### src/rtl/axi_timer_slave.sv
// AXI4-lite timer slave: 32-bit down-counter with a prescaler, auto-reload
// and a sticky expiry flag that drives irq when the interrupt is enabled.
// Word-addressed register map (address already shifted down by 2):
//   0 CTRL {ie, reload, en}   1 LOAD   2 COUNT   3 STATUS {exp} W1C
//   4 PRESC                   5-7 reserved (read 0, writes dropped)
module axi_timer_slave #(
   parameter int                 sword     = 32,
   parameter int                 PRESC_W   = 16,
   parameter logic [PRESC_W-1:0] PRESC_RST = '0
) (
   input  logic             CLK,
   input  logic             RST,
   input  logic             axi_awvalid,
   output logic             axi_awready,
   input  logic [sword-1:0] axi_awaddr,
   input  logic [2:0]       axi_awprot,
   input  logic             axi_wvalid,
   output logic             axi_wready,
   input  logic [sword-1:0] axi_wdata,
   input  logic [3:0]       axi_wstrb,
   output logic             axi_bvalid,
   input  logic             axi_bready,
   input  logic             axi_arvalid,
   output logic             axi_arready,
   input  logic [sword-1:0] axi_araddr,
   input  logic [2:0]       axi_arprot,
   output logic             axi_rvalid,
   input  logic             axi_rready,
   output logic [sword-1:0] axi_rdata,
   output logic             irq
);

   typedef enum logic {W_IDLE, W_RESP} wstate_t;
   typedef enum logic {R_IDLE, R_DATA} rstate_t;

   localparam logic [2:0] A_CTRL   = 3'd0;
   localparam logic [2:0] A_LOAD   = 3'd1;
   localparam logic [2:0] A_COUNT  = 3'd2;
   localparam logic [2:0] A_STATUS = 3'd3;
   localparam logic [2:0] A_PRESC  = 3'd4;

   wstate_t            w_state_q, w_state_d;
   rstate_t            r_state_q, r_state_d;
   logic [2:0]         ctrl_q, ctrl_d;        // {ie, reload, en}
   logic [sword-1:0]   load_q, load_d;
   logic [sword-1:0]   count_q, count_d;
   logic               exp_q, exp_d;
   logic [PRESC_W-1:0] presc_q, presc_d;
   logic [PRESC_W-1:0] pcnt_q, pcnt_d;
   logic [sword-1:0]   rdata_q, rdata_d;

   logic             wr_fire, rd_fire, tick, expire;
   logic [2:0]       wr_sel;
   logic [sword-1:0] rd_mux;

   // Only the low three address bits are decoded; prot is ignored.
   logic unused_ok;
   assign unused_ok = ^{axi_awprot, axi_arprot, axi_awaddr[sword-1:3], axi_araddr[sword-1:3]};

   // Byte-lane merge of write data into an existing register value.
   function automatic logic [sword-1:0] wmerge(input logic [sword-1:0] old_v,
                                               input logic [sword-1:0] new_v,
                                               input logic [3:0]       strb);
      logic [sword-1:0] res;
      res = old_v;
      for (int b = 0; b < 4; b++)
         if (strb[b]) res[b*8 +: 8] = new_v[b*8 +: 8];
      return res;
   endfunction

   // A write is accepted only when address and data arrive together.
   assign wr_fire = (w_state_q == W_IDLE) & axi_awvalid & axi_wvalid & ~RST;
   assign rd_fire = (r_state_q == R_IDLE) & axi_arvalid & ~RST;
   assign wr_sel  = axi_awaddr[2:0];

   assign tick   = ctrl_q[0] & (pcnt_q == presc_q);
   assign expire = tick & (count_q == '0);

   // Write channel FSM: ready pulses on acceptance, response held until bready.
   always_comb begin
      w_state_d   = w_state_q;
      axi_awready = 1'b0;
      axi_wready  = 1'b0;
      axi_bvalid  = 1'b0;
      case (w_state_q)
         W_IDLE: begin
            if (wr_fire) begin
               axi_awready = 1'b1;
               axi_wready  = 1'b1;
               w_state_d   = W_RESP;
            end
         end
         W_RESP: begin
            axi_bvalid = 1'b1;
            if (axi_bready) w_state_d = W_IDLE;
         end
         default: w_state_d = W_IDLE;
      endcase
   end

   // Read address decode; the value is captured on the arready edge.
   always_comb begin
      rd_mux = '0;
      case (axi_araddr[2:0])
         A_CTRL:   rd_mux = sword'(ctrl_q);
         A_LOAD:   rd_mux = load_q;
         A_COUNT:  rd_mux = count_q;
         A_STATUS: rd_mux = sword'(exp_q);
         A_PRESC:  rd_mux = sword'(presc_q);
         default:  rd_mux = '0;
      endcase
   end

   // Read channel FSM: data registered at acceptance, held until rready.
   always_comb begin
      r_state_d   = r_state_q;
      rdata_d     = rdata_q;
      axi_arready = 1'b0;
      axi_rvalid  = 1'b0;
      case (r_state_q)
         R_IDLE: begin
            if (rd_fire) begin
               axi_arready = 1'b1;
               rdata_d     = rd_mux;
               r_state_d   = R_DATA;
            end
         end
         R_DATA: begin
            axi_rvalid = 1'b1;
            if (axi_rready) r_state_d = R_IDLE;
         end
         default: r_state_d = R_IDLE;
      endcase
   end

   // Timer next state; bus writes are applied after the timer so they win,
   // except that a new expiry beats a simultaneous clear of exp.
   always_comb begin
      ctrl_d  = ctrl_q;
      load_d  = load_q;
      count_d = count_q;
      exp_d   = exp_q;
      presc_d = presc_q;
      pcnt_d  = '0;

      if (ctrl_q[0] && !tick) pcnt_d = pcnt_q + PRESC_W'(1);

      if (tick) begin
         if (count_q != '0) begin
            count_d = count_q - sword'(1);
         end else begin
            exp_d = 1'b1;
            if (ctrl_q[1]) count_d   = load_q;
            else           ctrl_d[0] = 1'b0;
         end
      end

      if (wr_fire) begin
         case (wr_sel)
            A_CTRL:   if (axi_wstrb[0]) ctrl_d = axi_wdata[2:0];
            A_LOAD:   load_d  = wmerge(load_q, axi_wdata, axi_wstrb);
            A_COUNT:  count_d = wmerge(count_q, axi_wdata, axi_wstrb);
            A_STATUS: if (axi_wstrb[0] && axi_wdata[0]) exp_d = expire;
            A_PRESC:  presc_d = PRESC_W'(wmerge(sword'(presc_q), axi_wdata, axi_wstrb));
            default:  ;
         endcase
      end
   end

   // State registers with synchronous reset.
   always_ff @(posedge CLK) begin
      if (RST) begin
         w_state_q <= W_IDLE;
         r_state_q <= R_IDLE;
         ctrl_q    <= '0;
         load_q    <= '0;
         count_q   <= '0;
         exp_q     <= 1'b0;
         presc_q   <= PRESC_RST;
         pcnt_q    <= '0;
         rdata_q   <= '0;
      end else begin
         w_state_q <= w_state_d;
         r_state_q <= r_state_d;
         ctrl_q    <= ctrl_d;
         load_q    <= load_d;
         count_q   <= count_d;
         exp_q     <= exp_d;
         presc_q   <= presc_d;
         pcnt_q    <= pcnt_d;
         rdata_q   <= rdata_d;
      end
   end

   assign axi_rdata = rdata_q;
   assign irq       = exp_q & ctrl_q[2];

endmodule

### config.mk
export PLATFORM = sky130hd
export DESIGN_NAME = axi_timer_slave
export DESIGN_NICKNAME = d
export VERILOG_FILES = /design/src/rtl/axi_timer_slave.sv
export SDC_FILE = /design/constraint.sdc
export NUM_CORES = 1
export LEC_CHECK = 0
export CORE_ASPECT_RATIO = 0.6
export CORE_UTILIZATION = 55
export CTS_CLUSTER_SIZE = 25
export DETAILED_ROUTE_END_ITERATION = 10
export PLACE_DENSITY = 0.85
export SYNTH_ARGS = -nofsm -noshare
export SYNTH_HDL_FRONTEND = slang
export SYNTH_SLANG_ARGS = --single-unit
### constraint.sdc
create_clock -name CLK -period 6.3 [get_ports CLK]
set_input_delay 1.26 -clock CLK [delete_from_list [all_inputs] [get_ports CLK]]
set_output_delay 1.26 -clock CLK [all_outputs]
set_load 0.005 [all_outputs]
# Word-level counts from Yosys, hierarchy flattened
# Index checks and enable logic that the tools add are counted.
# W data, S select, Z words.
dict set report classes {
  eq_ne 13
  add_sub_neg 2
  reduce_logical 16
  muxes 31
  bitwise 12
}
# cell count
set ops {}
lappend ops {{$mux W32} 5}
lappend ops {{$pmux W32 S5} 1}
lappend ops {{$logic_not A32 Y1} 1}
lappend ops {{$mux W8} 4}
lappend ops {{$reduce_bool A32 Y1} 1}
lappend ops {{$sub A32 B1 Y32 const B} 1}
lappend ops {{$reduce_and A3 Y1} 7}
lappend ops {{$mux W1} 19}
lappend ops {{$add A16 B1 Y16 const B} 1}
lappend ops {{$eq A16 B16 Y1} 1}
lappend ops {{$eq A3 B2 Y1 const B} 4}
lappend ops {{$ne A3 B3 Y1 const B} 4}
lappend ops {{$and A1 B1 Y1} 8}
lappend ops {{$eq A3 B1 Y1 const B} 2}
lappend ops {{$eq A3 B3 Y1 const B} 2}
lappend ops {{$logic_not A3 Y1} 2}
lappend ops {{$not A1 Y1} 4}
lappend ops {{$pmux W1 S2} 2}
lappend ops {{$logic_and A1 B1 Y1} 2}
lappend ops {{$reduce_and A2 Y1} 1}
lappend ops {{$reduce_or A2 Y1} 1}
lappend ops {{$logic_not A1 Y1} 1}
dict set report totals {
  ff_bits 134
  word_cells 91
}

# Longest topological paths before layout
# Gate-level depths: netlist (run 1).
dict set report depth {
  ltp_word 6
  depth_mapped 9
  mapped_depth_nobuf 8
}

# Worst setup path after synthesis (run 1)
# OpenSTA, ideal clock, no wires.
dict set report synth_path {
  path_kind {in2out}
  start {in RST}
  end {out axi_wready}
  slack_ns 3.263
  cell_stages 3
  t_arrival_ns 1.777
  t_required_ns 5.040
  cell_sequence {nand4bb_1 -> inv_1 -> buf_4}
}
dict set report synth_via {
  elab_chain_cells 4
}
# item line_no
set synth_rtl {}
lappend synth_rtl {{from (decl)} 12} ;# input logic RST,
lappend synth_rtl {{$not A1 Y1} 72} ;# assign wr_fire = (w_state_q == W_IDLE) & axi_awvalid & axi_wvalid & ~RST;
lappend synth_rtl {{$and A1 B1 Y1} 72}
lappend synth_rtl {{$mux W1 (2 in a row)} --}
lappend synth_rtl {{to (decl)} 18} ;# output logic axi_wready,
# Every way passes these cells.

# Final worst setup path (run 1)
dict set report layout_path {
  start {in axi_wvalid}
  end {out axi_awready}
}
dict set report layout_via {
  elab_chain_cells 4
}
# item line_no
set layout_rtl {}
lappend layout_rtl {{from (decl)} 17} ;# input logic axi_wvalid,
lappend layout_rtl {{$and A1 B1 Y1 (2 in a row)} 72}
lappend layout_rtl {{$mux W1} 87} ;# if (wr_fire) begin
lappend layout_rtl {{$mux W1} 85} ;# case (w_state_q)
lappend layout_rtl {{to (decl)} 14} ;# output logic axi_awready,
# Every way passes these cells.

==> summary.md, run 1 <==
| Metric | Value |
|---|---|
| Status | completed |
| Data required time at the worst endpoint | 5.04 ns |
| Via-to-Cell Ratio | 6.657 |
| CP max FO | 6 |
| Root buffer selected by CTS | clkbuf_16 |
| Combined flip-flop and latch cell area | 2683 sq um |
| Number of fill cells | 997 |
| Detailed Route Iter0 Violations | 1,134 |
| Number of resized instances in the post-cts repair step | 0 |
| Relative contribution of sequential cells to total power | 36.0% |
| Worst slew pin tran | 1.390 ns |
| Utilization of the core after routing | 69.79% |
| Multi-input combinational cell area | 4139 sq um |
| TritonCTS clock tree | yes |
| Fraction of final layout cells sized beyond drive strength 1 | 7.286% |
| Overflow left after global routing | 0 |
| Longest Clk Path Bufs | 2 |
| Top-level I/O count | 151 |
| Average cell area after synthesis | 8.105 sq um |
| Starting Density | 58.11% |
| Count of flip-flops with a built-in enable after synthesis | 0 |
| First-pass GRT wire length | 36,000 um |
| Net switching power | 676.4 uW |
| Number of detailed-routing iterations run before antenna repair | 8 |
| # diodes | 0 |
| Commonest cells after routing, fill and taps aside | 134 x dfxtp_1, 114 x nor2_1, 85 x clkdlybuf4s50_1, 78 x nand2_1, 57 x a21oi_1 |
| Clock skew after layout | 0.008834 ns |
| Clk Latency, worst-skew pair | 0.42 ns |
| Number of cells in the design after placement | 1,081 |
| Cell depth of the worst hold path | 2 |
| Critical path arrival | 2.95 ns |
| Tmin final | 4.210 ns |
| Power per cell area | 277.7 nW/um^2 |
| Maximum vdd drop | 177.1 uV |
| Classification of the worst setup path | in -> out |
| Average wire per standard cell | 20.30 um |
| Placed inst area | 8010 sq um |
| Static Leakage | 0.003274 uW |
| Post-Route WL | 22,580 um |
| Maximum Capacitance Violations | 0 |
| Critical Path Sink Type | output port |
| Post-CTS setup buffers | 0 |
| Switching fraction of total power | 28.13% |
| Number of remaining DRC errors | 0 |
| Maximum clock frequency | 237.5 MHz |
| Full die area | 13,590 sq um |
| CTS sink cnt | 134 |
| Number of failing hold endpoints at the final stage | 0 |
| Register bit total from synthesis | 134 |
| Detailed placer's ending HPWL | 15,450 um |
| Unrepaired setup endpoints after global routing | false |
| Antenna violations before repair | 1 |
| Comb power frac | 18.0% |
| Sequential-to-total area share from yosys stat | 37.19% |
| Setup ws final | 2.090 ns |
| Core area | 12,410 sq um |
| Pins Over Slew Limit | 0 |
| Clock-pin slew on the worst setup and hold paths | 0.06 ns |
| Number of hold buffers added after CTS | 0 |
| Maximum number of pins on one net before global-route repair | 66 |
| Non-Filler Instances | 1,112 |
| Post-synthesis instance area | 7213 sq um |
| Number of CTS-inserted buffers | 17 |
| Final Cell Area | 8662 sq um |
| Netlist cell types | 74 |
| Post-Place Worst Slack | 2.071 ns |
| Count of buffers from port buffering | 86 |
| Warnings, synthesis | 0 |
| Top FF cell, synth | dfxtp_1 |
| Layout Nets | 1,051 |
| Leading cell type in the layout, fill and taps excluded | dfxtp_1 |
| Path depth of the worst reg2reg path | 6 |
| Placement Rows | 31 |
| GR Util All Layers | 34.04% |
| Max-slew headroom | 7.117% |
| Final critical-path share of the clock period | 66.83% |
| Net count after synthesis | 1,006 |
| Internal power consumption | 1729 uW |
| Vias in the first global route | 6,552 |
| Total via count after detailed routing | 7,403 |
| Number of standard cells after synthesis | 890 |
| Weighted congestion at the end of routability-driven global placement | 0.9832 |
| Deepest level of the CTS H-tree | 4 |
| Worst Setup Start Kind | input pin |
| Relative area change from synthesis to final layout | 20.09% |
| Share of flip-flops with an asynchronous set or reset after synthesis | 0% |
| Class of the most critical hold timing path | reg -> reg |
| Number of setup violations in the final report | 0 |
| Die height | 90.71 um |
| Overall die width | 149.8 um |
| Power share of the clock group | 46.0% |
| Setup TNS Final | 0 ns |
| ANT nets after route | 0 |
## Yosys cell counts, types with 4 or more instances
master	instances	area share (%)
nand2_1	78	4.1
a21o_1	7	0.73
nor2b_1	11	0.95
a2bb2oi_1	4	0.49
a211oi_1	8	0.83
a31oi_1	5	0.43
and2_1	4	0.35
o22ai_1	6	0.52
buf_6	5	0.78
nor3_1	8	0.56
clkbuf_8	4	0.76
buf_2	7	0.49
nand2b_1	6	0.52
or3_1	7	0.61
a32oi_1	4	0.49
a22o_1	18	2.2
and3_1	10	0.87
clkbuf_1	52	2.7
a311oi_1	5	0.61
nor4_1	11	0.95
dfxtp_1	134	37
o211ai_1	7	0.73
nand4_1	7	0.61
nor2_1	114	5.9
a22oi_1	52	5.4
nand3_1	47	3.3
xnor2_1	4	0.49
inv_1	13	0.68
a211o_1	5	0.61
and4_1	5	0.61
o21ai_0	53	3.7
a21oi_1	57	4.0
mux2i_1	33	4.6
mux2_2	5	0.78
or4_1	5	0.52
xor2_1	26	3.2
## state kept, by name (all words and copies together) (netlist names)
| name | cells |
|---|---|
| pcnt_q | 16 |
| presc_q | 16 |
| ctrl_q | 3 |
| r_state_q | 1 |
| axi_rdata | 32 |
| count_q | 32 |
| exp_q | 1 |
| w_state_q | 1 |
| load_q | 32 |
## routing by layer
metal  wire length (um)  global-route usage (%)  vias up  part of all wire [%]
met5                 77                   4.615        -                  0.34
met4                301                   7.323        2                   1.3
met3               3322                   12.07       47                    15
met2               8926                   45.06      542                    40
met1               9948                   51.08     3459                    44
li1                   -                       -     3353                     -
## path summary, 6_finish.rpt
kind	startpoint	to	slack, ns
worst max-delay path	axi_wvalid	axi_awready	2.09
worst max register to register	count_q[27]	count_q[27]	2.75
worst min-delay path	load_q[11]	load_q[11]	0.47
worst min register to register	load_q[11]	load_q[11]	0.47
## final cells by class
type                            instances  share of cell area, %
Tap cell                              165                  2.383
Sequential cell                       134                  30.97
Inverter                               13                 0.5633
Clock buffer                           19                  5.229
Clock inverter                         12                  2.297
Multi-Input combinational cell        673                  47.78
Timing Repair Buffer                   96                  10.78
## through the flow
stage               total power (uW)  hold slack, ns
global placement                1282          0.4543
CTS                             2382          0.4718
detailed placement              1286          0.4620
global route                    2474          0.4928
floorplan                       1165          0.4368
finish                          2405          0.4715
## cells by family after synthesis
kind of cell             after synthesis  share of synthesized area [%]
adder cells (fa/ha/maj)                3                         0.5204
AO/OA/AOI/OAI                        261                          24.28
multiplexers                          38                          5.360
XOR/XNOR                              30                          3.643
buffers and inverters                 83                          5.585
flip-flops                           134                          37.19
AND/OR/NAND/NOR                      341                          23.42
## power by group through the flow
stage	Sequential [uW]	Clock (uW)	Combinational [uW]
2_1_floorplan	880	0	285
3_3_place_gp	884	0	398
3_5_place_dp	884	0	402
4_1_cts	866	1110	410
5_1_grt	867	1150	459
6_report	866	1110	433
## critical path, stage by stage
cell and delay (ns):
clkdlybuf4s50_1 0.46, nand4bb_1 0.38, inv_1 0.30, clkdlybuf4s50_1 0.55
Note: power is estimated with default switching activity, not from simulation.
==> run 2, diff against run 1 <==
- CORE_UTILIZATION: 55 -> 52
- PLACE_DENSITY: 0.85 -> 0.81
- clock period: 6.3 -> 4.3 ns (I/O delays scaled with it)
==> summary.md, run 2 (same netlist as run 1, synthesis figures left out) <==
| Metric | Value |
|---|---|
| Clk Latency, worst-skew pair | 0.42 ns (about the same) |
| Post-Route WL | 22,970 um (+1.7%) |
| CTS sink cnt | 134 (unchanged) |
| Utilization of the core after routing | 66.43% (-3.4 points) |
| Power per cell area | 399.9 nW/um^2 (+44%) |
| Placed inst area | 8107 sq um (+1.2%) |
| Deepest level of the CTS H-tree | 4 (unchanged) |
| Class of the most critical hold timing path | reg -> reg |
| Setup TNS Final | 0 ns (unchanged) |
| Total via count after detailed routing | 7,333 (-0.95%) |
| GR Util All Layers | 32.93% (-1.1 points) |
| Final critical-path share of the clock period | 76.97% |
| Core area | 13,170 sq um (+6.1%) |
| Count of buffers from port buffering | 86 (unchanged) |
| Post-CTS setup buffers | 0 (unchanged) |
| Maximum vdd drop | 249.8 uV (+41%) |
| Maximum clock frequency | 302.2 MHz |
| Top-level I/O count | 151 (unchanged) |
| Maximum Capacitance Violations | 0 (unchanged) |
| Detailed Route Iter0 Violations | 877 (-23%) |
| Critical path arrival | 2.45 ns (-0.50 ns) |
| Number of setup violations in the final report | 0 (unchanged) |
| Vias in the first global route | 6,674 (+1.9%) |
| Number of remaining DRC errors | 0 (unchanged) |
| Average wire per standard cell | 20.35 um (+0.21%) |
| Overall die width | 154.1 um (+2.8%) |
| Static Leakage | 0.003321 uW (+1.4%) |
| Final Cell Area | 8751 sq um (+1.0%) |
| First-pass GRT wire length | 36,590 um (+1.6%) |
| Path depth of the worst reg2reg path | 6 (unchanged) |
| Commonest cells after routing, fill and taps aside | 134 x dfxtp_1, 114 x nor2_1, 85 x clkdlybuf4s50_1, 78 x nand2_1, 57 x a21oi_1 |
| Placement Rows | 32 (+3.2%) |
| Via-to-Cell Ratio | 6.495 (-2.4%) |
| Full die area | 14,360 sq um (+5.7%) |
| Longest Clk Path Bufs | 2 (unchanged) |
| Root buffer selected by CTS | clkbuf_16 |
| Worst slew pin tran | 1.218 ns (-0.1722 ns) |
| Number of resized instances in the post-cts repair step | 0 (unchanged) |
| Clock skew after layout | 0.008367 ns (-0.0004675 ns) |
| ANT nets after route | 0 (unchanged) |
| Die height | 93.23 um (+2.8%) |
| Tmin final | 3.310 ns |
| Number of fill cells | 1,118 (+12%) |
| Antenna violations before repair | 0 (-1) |
| Number of detailed-routing iterations run before antenna repair | 6 (-2) |
| Cell depth of the worst hold path | 2 (unchanged) |
| Data required time at the worst endpoint | 3.44 ns (-1.60 ns) |
| Status | completed |
| Weighted congestion at the end of routability-driven global placement | 0.9723 (-1.1%) |
| Number of failing hold endpoints at the final stage | 0 (unchanged) |
| Starting Density | 54.76% (-3.4 points) |
| Critical Path Sink Type | output port |
| Number of CTS-inserted buffers | 17 (unchanged) |
| # diodes | 0 (unchanged) |
| TritonCTS clock tree | yes |
| Unrepaired setup endpoints after global routing | false |
| Clock-pin slew on the worst setup and hold paths | 0.06 ns (about the same) |
| Leading cell type in the layout, fill and taps excluded | dfxtp_1 |
| Number of hold buffers added after CTS | 0 (unchanged) |
| Max-slew headroom | 18.49% (+11 points) |
| Fraction of final layout cells sized beyond drive strength 1 | 8.446% (+1.2 points) |
| Classification of the worst setup path | in -> out |
| Maximum number of pins on one net before global-route repair | 67 (+1.5%) |
| Worst Setup Start Kind | input pin |
| Layout Nets | 1,063 (+1.1%) |
| Relative area change from synthesis to final layout | 21.32% |
| Pins Over Slew Limit | 0 (unchanged) |
| Overflow left after global routing | 0 (unchanged) |
| Detailed placer's ending HPWL | 15,800 um (+2.3%) |
| CP max FO | 6 (unchanged) |
run 2: cell count changes in the layout (fill, tap and decap cells not counted):
cell / before / now
inv_6: 2 / 0
clkinv_4: 1 / 2
buf_4: 11 / 23
clkbuf_8: 2 / 1
clkinvlp_4: 1 / 3
run 2: path summary, 6_finish.rpt:
check	end	from	slack (ns)
max	axi_wready	axi_awvalid	0.99
min	load_q[8]	load_q[8]	0.47
max reg2reg	count_q[17]	count_q[20]	1.14
min reg2reg	load_q[8]	load_q[8]	0.47
run 2: metrics by stage:
step	std cells	hold slack, ns	total power, uW	worst slack [ns]
after floorplan	890	0.4368	1707	1.685
final	1129	0.4700	3500	0.9905
after detailed placement	1098	0.4606	1891	0.8688
after global routing	1129	0.4962	3601	0.9321
after CTS	1129	0.4694	3474	1.001
after global placement	1098	0.4501	1888	0.8267
run 2: per-layer routing:
metal  GRT usage, %  wire length [um]
met1          48.28             10430
met3          11.91              3237
met2          45.08              9041
met4          7.250               266
met5              0                 0
run 2: area by class of cell:
cell class | count | area, sq um | share of cell area (%)
sequential | 134 | 2683 | 30.65
inverter | 13 | 48.80 | 0.5576
tap | 170 | 212.7 | 2.431
timing repair buffer | 108 | 1023 | 11.70
multi-input combinational | 673 | 4139 | 47.30
clock buffer | 18 | 439.2 | 5.019
clock inverter | 13 | 205.2 | 2.345
run 2: power breakdown:
part	switching, uW	total [uW]	internal [uW]
Sequential	16.6	1270	1250
Clock	556	1590	1040
Combinational	405	636	230
run 2: critical path, cell delays in order:
cell             delay [ns]
clkdlybuf4s50_1        0.45
nand4bb_1              0.31
inv_1                  0.28
clkdlybuf4s50_1        0.54
==> run 3, diff against run 2 <==
- CORE_UTILIZATION: 52 -> 47
- PLACE_DENSITY: 0.81 -> 0.77
- clock period: 4.3 -> 2.9 ns (I/O delays scaled with it)
==> summary.md, run 3 (same netlist as run 1, synthesis figures left out) <==
| Metric | Value |
|---|---|
| Vias in the first global route | 6,917 (+3.6%) |
| Data required time at the worst endpoint | 3.22 ns (-0.22 ns) |
| Total via count after detailed routing | 7,588 (+3.5%) |
| Overall die width | 161.9 um (+5.1%) |
| Longest Clk Path Bufs | 2 (unchanged) |
| Placement Rows | 34 (+6.3%) |
| Post-Route WL | 24,220 um (+5.4%) |
| Timing startpoint of the critical path | count_q[13] |
| Multi-input combinational cell area | 4146 sq um (+0.18%) |
| CTS sink cnt | 134 (unchanged) |
| Worst path cell trace | or4_1 > or3_1 > buf_4 > nor4_2 > a22oi_1 > o21a_1 > a221oi_1 |
| Antenna violations before repair | 0 (unchanged) |
| Buffer and inverter count on the worst path | 1 (-2) |
| Deepest level of the CTS H-tree | 4 (unchanged) |
| Critical path arrival | 3.13 ns (+0.68 ns) |
| Class of the most critical hold timing path | reg -> reg |
| Maximum Capacitance Violations | 0 (unchanged) |
| Detailed placer's ending HPWL | 17,280 um (+9.4%) |
| CP max FO | 6 (unchanged) |
| Commonest cells after routing, fill and taps aside | 134 x dfxtp_1, 114 x nor2_1, 85 x clkdlybuf4s50_1, 78 x nand2_1, 66 x buf_4 |
| Max-slew headroom | 13.84% (-4.6 points) |
| Pins Over Slew Limit | 0 (unchanged) |
| Largest stage delay on the critical path | 0.65 ns (+0.11 ns) |
| Classification of the worst setup path | reg -> reg |
| Utilization of the core after routing | 62.00% (-4.4 points) |
| Clock-pin slew on the worst setup and hold paths | 0.06 ns (about the same) |
| Number of detailed-routing iterations run before antenna repair | 5 (-1) |
| Core area | 14,720 sq um (+12%) |
| Overflow left after global routing | 0 (unchanged) |
| Root buffer selected by CTS | clkbuf_16 |
| Critical Path Sink Type | register |
| Average wire per standard cell | 20.16 um (-0.89%) |
| Number of failing hold endpoints at the final stage | 0 (unchanged) |
| Power per cell area | 581.7 nW/um^2 (+45%) |
| Maximum vdd drop | 458.1 uV (+83%) |
| Number of remaining DRC errors | 0 (unchanged) |
| Full die area | 15,860 sq um (+10%) |
| Tmin final | 2.801 ns |
| Worst slew pin tran | 1.288 ns (+0.06947 ns) |
| GR Util All Layers | 30.78% (-2.1 points) |
| Final critical-path share of the clock period | 96.59% |
| Starting Density | 49.01% (-5.8 points) |
| First-pass GRT wire length | 37,970 um (+3.8%) |
| Worst Setup Start Kind | register |
| TritonCTS clock tree | yes |
| Layout Nets | 1,107 (+4.1%) |
| Unrepaired setup endpoints after global routing | false |
| Post-CTS setup buffers | 0 (unchanged) |
| # diodes | 0 (unchanged) |
| Combined flip-flop and latch cell area | 2683 sq um (unchanged) |
| Number of fill cells | 1,263 (+13%) |
| ANT nets after route | 0 (unchanged) |
| Fraction of final layout cells sized beyond drive strength 1 | 12.46% (+4.0 points) |
| Detailed Route Iter0 Violations | 883 (+0.68%) |
| Die height | 97.96 um (+5.1%) |
| Status | completed |
| Static Leakage | 0.003542 uW (+6.6%) |
| Via-to-Cell Ratio | 6.318 (-2.7%) |
| Clk Latency, worst-skew pair | 0.42 ns (about the same) |
| Maximum number of pins on one net before global-route repair | 119 (+78%) |
| Top cell family by delay on the critical path | simple AND/OR/NAND/NOR gates |
| Launch point of the worst reg-to-reg path | count_q[13] |
| Count of buffers from port buffering | 86 (unchanged) |
| Top-level I/O count | 151 (unchanged) |
| Startpoint of the worst hold path | load_q[24] |
| Slowest cell on the critical path | or4_1 |
| Weighted congestion at the end of routability-driven global placement | 1.013 (+4.2%) |
| Hold Worst Slack | 0.4821 ns (+0.01215 ns) |
| Number of setup violations in the final report | 0 (unchanged) |
| Clock skew after layout | 0.006889 ns (-0.001478 ns) |
| Number of hold buffers added after CTS | 0 (unchanged) |
| Setup TNS Final | 0 ns (unchanged) |
| Number of CTS-inserted buffers | 17 (unchanged) |
| Relative area change from synthesis to final layout | 26.52% |
| Maximum clock frequency | 357.0 MHz |
| Leading cell type in the layout, fill and taps excluded | dfxtp_1 |
==> run 3: cell types whose count changed in the layout (fill, tap and decap cells not counted), sizes merged <==
cell	previous run	this run
clkbuf	18	19
clkinvlp	3	2
clkinv	5	4
inv	13	14
buf	23	67
==> run 3: timing repair <==
| item | in CTS | in global routing |
|---|---|---|
| setup endpoints to repair | 0 | 4 |
| hold endpoints to repair | 0 | 0 |
| resized for setup | 0 | 2 |
==> run 3: final timing paths <==
path	end	slack, ns	cells after the start
max	count_q[27]	0.1	7
min	load_q[24]	0.48	2
max reg2reg	count_q[27]	0.1	7
min reg2reg	load_q[24]	0.48	2
==> run 3: layout make-up <==
| cell class | count | share of cell area, % |
|---|---|---|
| clock inverter | 12 | 2.207 |
| timing repair buffer | 152 | 14.97 |
| multi-input combinational | 673 | 45.43 |
| tap | 198 | 2.715 |
| sequential | 134 | 29.39 |
| clock buffer | 19 | 4.744 |
| inverter | 13 | 0.5347 |
==> run 3: power breakdown <==
part	total, uW	leakage, uW	switching, uW	internal [uW]
clock	2360	0.000303	842	1520
combinational	1070	0.00216	645	426
sequential	1870	0.00108	16.7	1860
total	5310	0.00354	1500	3810
==> run 3: worst register-to-register path, cell delays in order, from the launching register on <==
cell and delay [ns]:
dfxtp_1 0.37, or4_1 0.65, or3_1 0.44, buf_4 0.19, nor4_2 0.48, a22oi_1 0.13
o21a_1 0.20, a221oi_1 0.25
==> run 3: metrics by stage <==
stage	std cells	setup WS (ns)	power (uW)	cell area (sq um)
floorplan	890	0.2848	2531	7213
global placement	1170	0.1426	2902	8484
detailed placement	1170	0.06785	2912	8484
CTS	1201	0.1028	5262	9119
global route	1201	0.01538	5475	9126
finish	1201	0.09896	5309	9126
==> run 3: routing by layer <==
metal	up-vias	GRT usage [%]	share of wire, %
li1	3458	-	-
met1	3541	46.52	45
met2	545	40.28	39
met5	-	0	0
met3	44	11.05	15
met4	0	7.620	1.5
